### config.mk
export PLATFORM = sky130hd
export DESIGN_NAME = cal_ctrl
export DESIGN_NICKNAME = d
export VERILOG_FILES = /design/src/rtl/cal_ctrl.sv
export SDC_FILE = /design/constraint.sdc
export NUM_CORES = 1
export LEC_CHECK = 0
export CORE_MARGIN = 3
export CORE_UTILIZATION = 50
export DETAILED_ROUTE_END_ITERATION = 8
export PLACE_DENSITY = 0.75
export SYNTH_ARGS = -nofsm -noshare
export SYNTH_HDL_FRONTEND = slang
export SYNTH_SLANG_ARGS = --single-unit
### constraint.sdc
create_clock -name clk -period 5.16 [get_ports clk]
set_input_delay 1.032 -clock clk [delete_from_list [all_inputs] [get_ports clk]]
set_output_delay 1.032 -clock clk [all_outputs]
set_load 0.02 [all_outputs]
### src/rtl/cal_ctrl.sv
// rtl/cal_ctrl.sv - ASCII calculator sequencer: parses "<decA><op><decB>=" and emits hex result + CR LF
module cal_ctrl #(
    parameter int WIDTH = 16
) (
    input  logic             clk,
    input  logic             n_rst,
    input  logic [7:0]       rx_data,
    input  logic             rx_valid,
    output logic [7:0]       tx_data,
    output logic             tx_valid,
    input  logic             tx_ready,
    output logic [WIDTH-1:0] result,
    output logic             done,
    output logic             err
);

    localparam int NDIG = WIDTH / 4;
    localparam int IW   = $clog2(NDIG + 2);

    typedef enum logic [2:0] {S_OPA, S_OPB, S_CALC, S_SEND, S_ERR} state_t;
    typedef enum logic [1:0] {OP_ADD, OP_SUB, OP_MUL} op_t;

    state_t           state_q, state_d;
    op_t              op_q, op_d;
    logic [WIDTH-1:0] opa_q, opa_d, opb_q, opb_d, result_q, result_d;
    logic [IW-1:0]    idx_q, idx_d;
    logic             done_q, done_d, err_q, err_d;

    logic             is_digit, is_op, is_eq, is_space;
    op_t              rx_op;
    logic [WIDTH-1:0] digit, opa_acc, opb_acc;
    logic [IW-1:0]    last_idx;
    logic [3:0]       nib;
    logic [7:0]       hex_char;

    assign is_digit = (rx_data >= 8'h30) && (rx_data <= 8'h39);
    assign is_op    = (rx_data == 8'h2B) || (rx_data == 8'h2D) || (rx_data == 8'h2A);
    assign is_eq    = (rx_data == 8'h3D);
    assign is_space = (rx_data == 8'h20);
    assign rx_op    = (rx_data == 8'h2D) ? OP_SUB : (rx_data == 8'h2A) ? OP_MUL : OP_ADD;
    assign digit    = {{(WIDTH-4){1'b0}}, rx_data[3:0]};

    // x*10 = x*8 + x*2, truncated to WIDTH
    assign opa_acc  = {opa_q[WIDTH-4:0], 3'b000} + {opa_q[WIDTH-2:0], 1'b0} + digit;
    assign opb_acc  = {opb_q[WIDTH-4:0], 3'b000} + {opb_q[WIDTH-2:0], 1'b0} + digit;

    assign last_idx = (state_q == S_ERR) ? IW'(2) : IW'(NDIG + 1);

    always_ff @(posedge clk or negedge n_rst) begin
        if (!n_rst) begin
            state_q  <= S_OPA;
            op_q     <= OP_ADD;
            opa_q    <= '0;
            opb_q    <= '0;
            result_q <= '0;
            idx_q    <= '0;
            done_q   <= 1'b0;
            err_q    <= 1'b0;
        end else begin
            state_q  <= state_d;
            op_q     <= op_d;
            opa_q    <= opa_d;
            opb_q    <= opb_d;
            result_q <= result_d;
            idx_q    <= idx_d;
            done_q   <= done_d;
            err_q    <= err_d;
        end
    end

    always_comb begin
        state_d  = state_q;
        op_d     = op_q;
        opa_d    = opa_q;
        opb_d    = opb_q;
        result_d = result_q;
        idx_d    = idx_q;
        done_d   = 1'b0;
        err_d    = 1'b0;
        case (state_q)
            S_OPA: begin
                if (rx_valid) begin
                    if (is_digit) begin
                        opa_d = opa_acc;
                    end else if (is_op) begin
                        op_d    = rx_op;
                        state_d = S_OPB;
                    end else if (!is_space) begin
                        err_d   = 1'b1;
                        idx_d   = '0;
                        state_d = S_ERR;
                    end
                end
            end
            S_OPB: begin
                if (rx_valid) begin
                    if (is_digit) begin
                        opb_d = opb_acc;
                    end else if (is_eq) begin
                        state_d = S_CALC;
                    end else if (!is_space) begin
                        err_d   = 1'b1;
                        idx_d   = '0;
                        state_d = S_ERR;
                    end
                end
            end
            S_CALC: begin
                case (op_q)
                    OP_SUB:  result_d = opa_q - opb_q;
                    OP_MUL:  result_d = opa_q * opb_q;
                    default: result_d = opa_q + opb_q;
                endcase
                done_d  = 1'b1;
                idx_d   = '0;
                state_d = S_SEND;
            end
            S_SEND, S_ERR: begin
                if (tx_ready) begin
                    if (idx_q == last_idx) begin
                        opa_d   = '0;
                        opb_d   = '0;
                        idx_d   = '0;
                        state_d = S_OPA;
                    end else begin
                        idx_d = idx_q + IW'(1);
                    end
                end
            end
            default: state_d = S_OPA;
        endcase
    end

    // Result nibble selected by idx, most significant first
    always_comb begin
        nib = 4'h0;
        for (int i = 0; i < NDIG; i++) begin
            if (idx_q == IW'(i)) nib = result_q[(NDIG-1-i)*4 +: 4];
        end
        hex_char = (nib < 4'd10) ? (8'h30 + {4'h0, nib}) : (8'h37 + {4'h0, nib});
    end

    always_comb begin
        tx_valid = 1'b0;
        tx_data  = 8'h00;
        case (state_q)
            S_SEND: begin
                tx_valid = 1'b1;
                if (idx_q < IW'(NDIG))       tx_data = hex_char;
                else if (idx_q == IW'(NDIG)) tx_data = 8'h0D;
                else                         tx_data = 8'h0A;
            end
            S_ERR: begin
                tx_valid = 1'b1;
                if (idx_q == IW'(0))      tx_data = 8'h45;
                else if (idx_q == IW'(1)) tx_data = 8'h0D;
                else                      tx_data = 8'h0A;
            end
            default: ;
        endcase
    end

    assign result = result_q;
    assign done   = done_q;
    assign err    = err_q;

endmodule

==> flow_summary.ini <==
[sta]
max_slew_margin_pct = 46.71
period_needed_ns = 5.376
setup_viol_count_final = 3
finalHoldViolCount = 0
rsz0062_at_grt = true
finClkSkew_ns = 0.005452
post-route-period-util_pct = 104.2
setup_slack_ns = -0.2156
slew_violations = 0
tightest_slew_ns = 0.7890
fin_hold_ws_ns = 0.5084
fmax_mhz = 186.0

[job]
max_cap_viol_count = 0

[setup_path]
critPathSlowestCell = fa_1
rr_endpoint = result[15]$_DFFE_PN0P_
crit_required_ns = 5.38
worstSetupPathType = reg -> reg
cp_max_fo = 3
path_common_cell = fa_1
worstSetupEndpointType = register
r2r_setup_slack_ns = -0.22
crit_path_start_kind = register
r2r_start = opa_q[8]$_DFFE_PN0P_
slowest_delay_ns = 0.54
reg2reg_depth = 19
arrival_ns = 5.59
worstPathCellList = and2_4 -> fa_1 -> inv_1 -> fa_1 -> inv_1 -> fa_1 -> fa_1 -> fa_1 -> inv_1 -> fa_1 -> inv_2 -> ha_4 -> and3_4 -> a21oi_4 -> o21ai_4 -> o41ai_4 -> xnor2_1 -> nor3_1 -> a221o_1

[synthesis]
synth_commonest_cells = nand2_1, inv_1, ha_1, fa_1, and2_1
synthDistinctLibCells = 61
syn-num-nets = 1333
synth_top_area_share_pct = 18.19
synth_most_common_cell = nand2_1
synth-xor-area-share_pct = 8.386
yosysTopAreaCell = fa_1
synthTopCellsByArea = fa_1, ha_1, dfrtp_1
ys_ff_latch = 58
ys_seq_area_share_pct = 15.51
synthMuxAreaShare_pct = 0.7757
synth_cells = 1112
async_reset_ff_share_pct = 100.0
yosysWarnings = 0
synth_top_family_by_area = adder cells
synth_adder_area_share_pct = 34.77
ys.flop_type = dfrtp_1
synth_compound_area_share_pct = 14.15
avgSynthCellArea_um2 = 8.413
synth-simple-area-share_pct = 18.90
syn-cell-area_um2 = 9355
synth_edf_count = 0

[floorplan]
fp.dieH_um = 142.8
fp.coreArea_um2 = 18150
fp.dieArea_um2 = 20390
die_w_um = 142.8
rows = 49
ioPinCount = 39
start_util_pct = 51.55

[clock_network]
h-tree-depth = 3
path_clk_slew_ns = 0.06
cts_root_buffer = clkbuf_16
worst_skew_pair.late_latency_ns = 0.34
cts_num_sinks = 58
cts_max_path_buffers = 2
cts_tree = built
numCtsBuffers = 9

[worst_hold_path]
hold_path.class = reg -> reg
hold_start = result[2]$_DFFE_PN0P_
min_delay_path_depth = 2
hold_end = result[2]$_DFFE_PN0P_

[run_status]
violations = negative setup slack
status = complete, but fails checks

[route]
drt_pass1_iterations = 5
wirelength_mm = 24.97
wl_per_cell_um = 17.17
vias = 8139
viasPerCell = 5.598
detail-route-antenna-nets = 0
drc = 0
drtIter0Drc = 573

[global_routing]
grt_max_degree = 52
overflow = 0
grt_antenna_before_repair = 0
grt_pass1_wl_mm = 40.45
grt_pass1_vias = 8270
grt.total_usage_pct = 24.69

[placement]
portBuffers = 37
hpwl_mm = 19.75
globalplace.congestion = 0.9786
placedCellCount = 1420

[layout]
drive_above_1_share_pct = 16.82
diodes = 0
stdcell_count = 1454
nets = 1441
layout-area-overhead-vs-synth_pct = 20.80

[power_and_ir_drop]
p_per_area_nw_per_um2 = 217.3
max-vdd-ir-drop_mv = 0.2702
p_leak_nw = 5.443
-- timing repair --
item	in CTS	in global routing
resized for setup	38	40
endpoints found under the setup margin	5	7
pin swaps	26	38
hold buffers	0	0
setup buffers	13	5
-- placed cells by master (no fill, tap or decap), types with 3 or more instances in the layout --
| cell | n |
|---|---|
| nand2_1 | 137 |
| inv_1 | 125 |
| ha_1 | 114 |
| buf_4 | 92 |
| fa_1 | 78 |
| and2_1 | 66 |
| nor2_1 | 60 |
| o21ai_0 | 57 |
| xnor2_1 | 57 |
| dfrtp_1 | 46 |
| a21oi_1 | 38 |
| clkdlybuf4s50_1 | 36 |
| xor2_1 | 28 |
| nor3_1 | 28 |
| nor2b_1 | 13 |
| o31ai_1 | 12 |
| inv_2 | 12 |
| dfrtp_2 | 12 |
| nand2b_1 | 10 |
| a22o_1 | 10 |
| o211ai_1 | 10 |
| clkbuf_16 | 9 |
| o21a_1 | 8 |
| and2_4 | 8 |
| a31oi_1 | 8 |
| a21o_1 | 8 |
| ha_4 | 8 |
| buf_6 | 8 |
| or3_1 | 7 |
| fa_2 | 7 |
| nand3_1 | 6 |
| a21boi_0 | 5 |
| a211oi_1 | 5 |
| a22oi_1 | 4 |
| o21bai_1 | 4 |
| o41ai_1 | 4 |
| o21ai_1 | 4 |
| buf_12 | 4 |
| a211o_1 | 3 |
| a221o_1 | 3 |
-- cell type report --
cell class / instances / area (µm²)
clock inverter: 6 / 42.54
clock buffer: 10 / 229.0
sequential: 58 / 1466
tap: 229 / 286.5
timing repair buffer: 142 / 1231
multi-input combinational: 871 / 7527
inverter: 138 / 518.0
fill: 1509 / 6847
-- critical path, delay by kind of cell, from the launching register on --
kind                     cells  cell delay, ns
XOR/XNOR                     1            0.16
AO/OA/AOI/OAI                4            0.83
flip-flops                   1            0.44
buffers and inverters        4            0.21
AND/OR/NAND/NOR              3            0.42
adder cells (fa/ha/maj)      7            3.20
-- logic make-up after synthesis --
logic type | Yosys count
and+or+nand+nor | 363
adders and majority gates | 209
AOI/OAI and AO/OA | 204
buffers and inverters | 183
xor gates and xnor gates | 88
DFF | 58
muxes | 6
other | 1
-- through the flow --
stage / area, µm² / setup WS [ns] / TNS (ns) / util, % / total power [mW]
floorplan: 9485 / -0.2159 / -0.2159 / - / 1.426
global placement: 10620 / -0.3179 / -0.8605 / 58.54 / 1.822
detailed placement: 10620 / -0.3862 / -1.167 / 58.54 / 1.846
CTS: 11130 / -0.2441 / -0.5687 / 61.35 / 2.438
global route: 11300 / -0.3591 / -1.120 / 62.27 / 2.619
finish: 11300 / -0.2156 / -0.4926 / 62.27 / 2.456
-- routing by layer --
layer  part of all wire [%]  vias to the layer above  routed length, µm  GRT usage (%)
met1                     45                     3939              11290          34.15
met5                      0                        -                  0              0
li1                       -                     3895                  -              -
met3                    5.5                       50               1370          3.014
met4                    2.7                        0                672          7.954
met2                     47                      255              11630          40.50
-- flip-flops by register name, summed over array words and instances (netlist names) --
name     count
err          1
opb_q       16
op_q         2
done         1
opa_q       16
result      16
idx_q        3
state_q      3
-- worst max-delay path by stage --
stage / from / end / slack (ns) / cells past startpoint
after global routing: opb_q[4]$_DFFE_PN0P_ / result[15]$_DFFE_PN0P_ / -0.36 / 19
after global placement: opa_q[8]$_DFFE_PN0P_ / result[15]$_DFFE_PN0P_ / -0.32 / 19
after detailed placement: opa_q[8]$_DFFE_PN0P_ / result[15]$_DFFE_PN0P_ / -0.39 / 19
after CTS: opa_q[8]$_DFFE_PN0P_ / result[15]$_DFFE_PN0P_ / -0.24 / 19
after floorplan: opb_q[6]$_DFFE_PN0P_ / result[15]$_DFFE_PN0P_ / -0.22 / 21
final: opa_q[8]$_DFFE_PN0P_ / result[15]$_DFFE_PN0P_ / -0.22 / 19
-- power breakdown --
group | internal [mW] | total, mW | switching (mW)
logic | 0.583 | 1.33 | 0.745
clock network | 0.325 | 0.562 | 0.236
registers | 0.490 | 0.567 | 0.0766
total | 1.40 | 2.46 | 1.06
No activity file was read; power rests on OpenSTA's default activity.
